[config.mk]
export PLATFORM = sky130hd
export DESIGN_NAME = imem_loader_flat
export DESIGN_NICKNAME = d
export VERILOG_FILES = /design/src/rtl/imem_loader_if.sv /design/src/rtl/imem_loader.sv /design/src/flat_wrapper.sv
export SDC_FILE = /design/constraint.sdc
export NUM_CORES = 1
export LEC_CHECK = 0
export CELL_PAD_IN_SITES_DETAIL_PLACEMENT = 0
export CELL_PAD_IN_SITES_GLOBAL_PLACEMENT = 1
export CORE_MARGIN = 8
export CORE_UTILIZATION = 40
export DETAILED_ROUTE_END_ITERATION = 10
export PLACE_DENSITY = 0.78
export SLEW_MARGIN = 40
export SYNTH_ARGS = -nofsm -noshare
export SYNTH_HDL_FRONTEND = slang
export SYNTH_SLANG_ARGS = --single-unit
[constraint.sdc]
create_clock -name clock -period 1.95 [get_ports clock]
set_clock_uncertainty 0.1 [all_clocks]
set_input_delay 0.39 -clock clock [delete_from_list [all_inputs] [get_ports clock]]
set_output_delay 0.39 -clock clock [all_outputs]
set_load 0.02 [all_outputs]
[src/rtl/imem_loader_if.sv]
// Byte-stream input and instruction-RAM write port of the boot loader.
// The master side is the loader itself; the slave side is the surrounding source/RAM.
interface imem_loader_if #(
  parameter int ADDR_W = 6
);
  logic [7:0]        rx_data;
  logic              rx_valid;
  logic              rx_ready;
  logic              wr_en;
  logic [ADDR_W-1:0] wr_addr;
  logic [31:0]       wr_data;

  modport master (
    input  rx_data, rx_valid,
    output rx_ready, wr_en, wr_addr, wr_data
  );

  modport slave (
    output rx_data, rx_valid,
    input  rx_ready, wr_en, wr_addr, wr_data
  );
endinterface

[src/rtl/imem_loader.sv]
// Boot-time instruction memory loader: parses a length/data/checksum byte frame,
// writes 32-bit LE words to the instruction RAM and releases the core on success.
module imem_loader #(
  parameter int DEPTH  = 64,
  parameter int ADDR_W = 6
) (
  input  logic           clock,
  input  logic           reset_n,
  input  logic           start,
  imem_loader_if.master  bus,
  output logic           cpu_hold,
  output logic           done,
  output logic           error
);

  typedef enum logic [2:0] {
    S_IDLE, S_LEN0, S_LEN1, S_DATA, S_CSUM, S_DONE, S_ERR
  } state_t;

  state_t            state;
  logic [7:0]        len_lo;
  logic [7:0]        csum;
  logic [1:0]        byte_idx;
  logic [23:0]       word_sr;
  logic [ADDR_W-1:0] widx;
  logic [ADDR_W-1:0] n_last;
  logic              rx_ready_q;
  logic              wr_en_q;
  logic [ADDR_W-1:0] wr_addr_q;
  logic [31:0]       wr_data_q;

  logic              take;
  logic [15:0]       n_full;

  assign take   = bus.rx_valid && rx_ready_q;
  assign n_full = {bus.rx_data, len_lo};

  assign bus.rx_ready = rx_ready_q;
  assign bus.wr_en    = wr_en_q;
  assign bus.wr_addr  = wr_addr_q;
  assign bus.wr_data  = wr_data_q;

  always_ff @(posedge clock or negedge reset_n) begin
    if (!reset_n) begin
      state      <= S_IDLE;
      len_lo     <= '0;
      csum       <= '0;
      byte_idx   <= '0;
      word_sr    <= '0;
      widx       <= '0;
      n_last     <= '0;
      rx_ready_q <= 1'b0;
      wr_en_q    <= 1'b0;
      wr_addr_q  <= '0;
      wr_data_q  <= '0;
      cpu_hold   <= 1'b1;
      done       <= 1'b0;
      error      <= 1'b0;
    end else begin
      wr_en_q <= 1'b0;
      case (state)
        S_IDLE, S_DONE, S_ERR: begin
          if (start) begin
            state      <= S_LEN0;
            rx_ready_q <= 1'b1;
            done       <= 1'b0;
            error      <= 1'b0;
            cpu_hold   <= 1'b1;
            csum       <= '0;
            widx       <= '0;
            byte_idx   <= '0;
          end
        end
        S_LEN0: begin
          if (take) begin
            len_lo <= bus.rx_data;
            csum   <= csum + bus.rx_data;
            state  <= S_LEN1;
          end
        end
        S_LEN1: begin
          if (take) begin
            csum <= csum + bus.rx_data;
            if (n_full == 16'd0 || n_full > 16'(DEPTH)) begin
              state      <= S_ERR;
              error      <= 1'b1;
              rx_ready_q <= 1'b0;
            end else begin
              // Stored as N-1 so the address counter stops at the last word and never wraps.
              n_last <= ADDR_W'(n_full - 16'd1);
              state  <= S_DATA;
            end
          end
        end
        S_DATA: begin
          if (take) begin
            csum     <= csum + bus.rx_data;
            byte_idx <= byte_idx + 2'd1;
            if (byte_idx == 2'd3) begin
              wr_en_q   <= 1'b1;
              wr_addr_q <= widx;
              wr_data_q <= {bus.rx_data, word_sr};
              if (widx == n_last) state <= S_CSUM;
              else                widx  <= widx + 1'b1;
            end else begin
              word_sr <= {bus.rx_data, word_sr[23:8]};
            end
          end
        end
        S_CSUM: begin
          if (take) begin
            rx_ready_q <= 1'b0;
            if (bus.rx_data == csum) begin
              state    <= S_DONE;
              done     <= 1'b1;
              cpu_hold <= 1'b0;
            end else begin
              state <= S_ERR;
              error <= 1'b1;
            end
          end
        end
        default: state <= S_IDLE;
      endcase
    end
  end

endmodule
[src/flat_wrapper.sv]
// flat-port wrapper written by rule: the top's interface ports become plain ports
module imem_loader_flat 
#(
  parameter int DEPTH  = 64,
  parameter int ADDR_W = 6
)
  (clock, reset_n, start, cpu_hold, done, error, bus_rx_data, bus_rx_valid, bus_rx_ready, bus_wr_en, bus_wr_addr, bus_wr_data);
  imem_loader_if #(.ADDR_W(ADDR_W)) bus_i ();
  input  logic clock;
  input  logic reset_n;
  input  logic start;
  output logic cpu_hold;
  output logic done;
  output logic error;
  input wire logic [$bits(bus_i.rx_data)-1:0] bus_rx_data;
  input wire logic [$bits(bus_i.rx_valid)-1:0] bus_rx_valid;
  output wire logic [$bits(bus_i.rx_ready)-1:0] bus_rx_ready;
  output wire logic [$bits(bus_i.wr_en)-1:0] bus_wr_en;
  output wire logic [$bits(bus_i.wr_addr)-1:0] bus_wr_addr;
  output wire logic [$bits(bus_i.wr_data)-1:0] bus_wr_data;
  assign bus_i.rx_data = bus_rx_data;
  assign bus_i.rx_valid = bus_rx_valid;
  assign bus_rx_ready = bus_i.rx_ready;
  assign bus_wr_en = bus_i.wr_en;
  assign bus_wr_addr = bus_i.wr_addr;
  assign bus_wr_data = bus_i.wr_data;
  imem_loader #(.DEPTH(DEPTH), .ADDR_W(ADDR_W)) u_core (.clock(clock), .reset_n(reset_n), .start(start), .bus(bus_i), .cpu_hold(cpu_hold), .done(done), .error(error));
endmodule
==> reports/qor.txt <==
min cycle time layout - 2.05 ns
Worst-Margin Slew - 0.430 ns
layout cells sized above 1 - 0.390
antenna violations before repair - 0
Synthesized Nets - 400
Hold Crit Class - primary input to register
detailed-route via count - 3304
Detail Placement HPWL - 7340 um
placement-stage cell area - 5710 um^2
fraction of power consumed by combinational cells - 0.381
Most used DFF post-synth - dfrtp_1
Root Buffer Master - clkbuf_16
Syn. warnings - 0
leakage power - 0.00293 uW
Yosys cell types - 51
CTS tree - yes
Mean Syn Cell Area - 12.1 um^2
Placed Cells - 617
Vias/cell - 5.12
CP Capture Type - register
Layout area overhead - 36.5%
Crit Reg-Reg Startpoint - u_core.len_lo[4]
Die X - 123 um
max-slew violation count - 0
Crit. Startpoint - bus_rx_data[3]
Reg power frac - 0.393
wire length per cell - 16.2 um
Skew-Pair Late Insertion Delay - 0.34 ns
GP Congestion - 0.863
share of synthesized registers carrying an async set or reset - 1.00
Synth Register Bits - 100
fin util - 0.552
DRC Markers - 0
Worst EP arrival - 2.22 ns
std cell rows - 39
Core Region - 11300 um^2
slew margin rel. - 0.713
total of max-cap violations - 0
status - finished with violations
Peak VDD IR - 527 uV
Final Hold Viols - 0
Port-buffer cells - 54
total CTS buffers - 9
Final Non-Filler Cells - 645
cell area after layout - 6220 um^2
Die Footprint - 15100 um^2
clk sink count - 100
Final #Nets - 521
Detailed Routing Iterations Pass 1 - 4
via count of the first global-routing pass - 3450
Post-synth EDFFs - 0
failing checks - setup timing
RSZ-0062 raised after global routing - yes
Starting Density - 0.404
Int Pwr - 5000 uW
Iter 0 DRT Violations - 142
Post-Synthesis Cell Area - 4550 um^2
drt total wl - 10500 um
H-tree depth - 3
Net Sw Power - 2530 uW
remaining antenna violation count after routing - 0
Max FO, Critical Path - 7
largest net degree at the start of global routing - 43
Total GRT Usage - 0.145
Seq/Total Area, Yosys - 0.550
commonest non-fill, non-tap cell in the layout - dfrtp_1
switch share - 0.336
Clock power frac - 0.225
IO Pins - 55
die height - 123 um
Startpoint Class - primary input
Crit Path Class - primary input to register
global-route wire length before repair - 17400 um
WP data required - 2.12 ns
Final Cycle Share - 1.05
Pwr Density - 1210 nW/um^2
fmax - 489 MHz
cell count after synthesis - 376
post-route setup slack - -0.0958 ns
most frequent cells in the layout - dfrtp_1 (98), mux2_2 (65), buf_4 (64)
n_diodes - 0
setup-violating endpoint count in the final report - 8
CTS clock-pin slew for the worst setup and hold paths - 0.07 ns
gr ovfl total - 0
CTS Buffer Depth - 2
Fill cells - 975
HP Start - bus_rx_data[6]
==> Yosys cell counts, types with 2 or more instances <==
master	count	area share
and3_1	2	0.0027
mux2_2	65	0.16
xnor2_1	7	0.013
nor4_1	3	0.0041
a21oi_1	3	0.0033
clkbuf_1	3	0.0025
a211oi_1	4	0.0066
a31oi_1	4	0.0055
o21ai_1	3	0.0033
and3b_1	3	0.0058
dfrtp_1	99	0.54
and2_1	3	0.0041
nand4_1	2	0.0027
nor3_1	6	0.0066
nand3_1	8	0.0088
inv_1	13	0.011
o22ai_1	5	0.0069
nor2_1	13	0.011
o21ai_2	6	0.012
buf_2	10	0.011
or4_1	5	0.0082
nor2b_1	3	0.0041
nand2b_1	2	0.0027
o32ai_1	4	0.0077
ha_1	11	0.030
nand2_1	37	0.031
o21ai_0	17	0.019
o21a_1	3	0.0049
mux2i_1	2	0.0044
xor2_1	8	0.015
a21o_1	2	0.0033
==> cell families after synthesis <==
group	synth area share
AO/OA/AOI/OAI	0.0896
XOR/XNOR	0.0289
adder cells (fa/ha/maj)	0.0346
buffers and inverters	0.0275
flip-flops	0.550
multiplexers	0.165
AND/OR/NAND/NOR	0.104
==> final timing paths <==
check,endpoint,slack [ns],depth (start not counted)
hold reg to reg,u_core.bus.wr_addr[2],0.39,2
setup / recovery,u_core.n_last[5],-0.1,7
hold / removal,u_core.len_lo[6],0.27,3
setup reg to reg,u_core.n_last[5],-0.08,6
max in group asynchronous,u_core.bus.wr_data[23],0.75,3
min in group asynchronous,u_core.byte_idx[1],0.43,2
==> repair_timing <==
action / in CTS / in global routing
setup buffers: 6 / 6
resized for setup: 35 / 23
setup endpoints to repair: 20 / 26
endpoints found under the hold margin: 25 / 0
hold buffers: 1 / 0
pin swaps: 14 / 19
==> power groups by stage <==
stage | sequential (uW) | combinational [uW] | clock (uW)
floorplan | 2980 | 1510 | 0
global placement | 2950 | 2530 | 0
detailed placement | 2980 | 2580 | 0
CTS | 2950 | 2660 | 1750
global route | 3040 | 3180 | 1810
finish | 2960 | 2870 | 1700
==> final cells by class <==
type	instances	area [um^2]	area share
Multi-Input combinational cell	248	2080	0.335
Sequential cell	100	2500	0.403
Inverter	13	48.8	0.00785
Timing Repair Buffer	125	1120	0.180
Clock inverter	6	53.8	0.00865
Tap cell	143	179	0.0288
Clock buffer	10	229	0.0368
==> worst max-delay path, stage by stage <==
cell      delay (ns)
buf_2           0.12
or4_4           0.52
nor3_2          0.18
nand4b_1        0.16
or4_1           0.57
buf_6           0.16
o21ai_2         0.11
==> flip-flops by register name, indices dropped and copies added, names as in the netlist <==
name / count
u_core.bus.wr_data: 32
u_core.word_sr: 24
u_core.csum: 8
u_core.len_lo: 8
u_core.bus.wr_addr: 6
u_core.n_last: 6
u_core.widx: 6
u_core.state: 3
u_core.byte_idx: 2
u_core.bus.rx_ready: 1
u_core.bus.wr_en: 1
u_core.cpu_hold: 1
u_core.done: 1
u_core.error: 1
==> stage by stage <==
step	setup slack, ns	hold WS, ns	total power [uW]	setup TNS, ns
finish	-0.0958	0.273	7520	-0.611
global route	-0.204	0.294	8040	-1.72
CTS	-0.0934	0.254	7360	-0.650
detailed placement	-0.721	0.261	5560	-23.93
global placement	-0.714	0.255	5480	-22.11
floorplan	-0.0639	-0.00559	4480	-0.381
==> routing by layer <==
metal	GRT usage	up-vias	wire (um)	share of wire
met5	0	-	0	0
met3	0.0350	12	452	0.043
li1	-	1586	-	-
met2	0.240	57	5230	0.50
met1	0.183	1649	4620	0.44
met4	0.0510	0	142	0.014
Power figures use the tool's default switching activity.
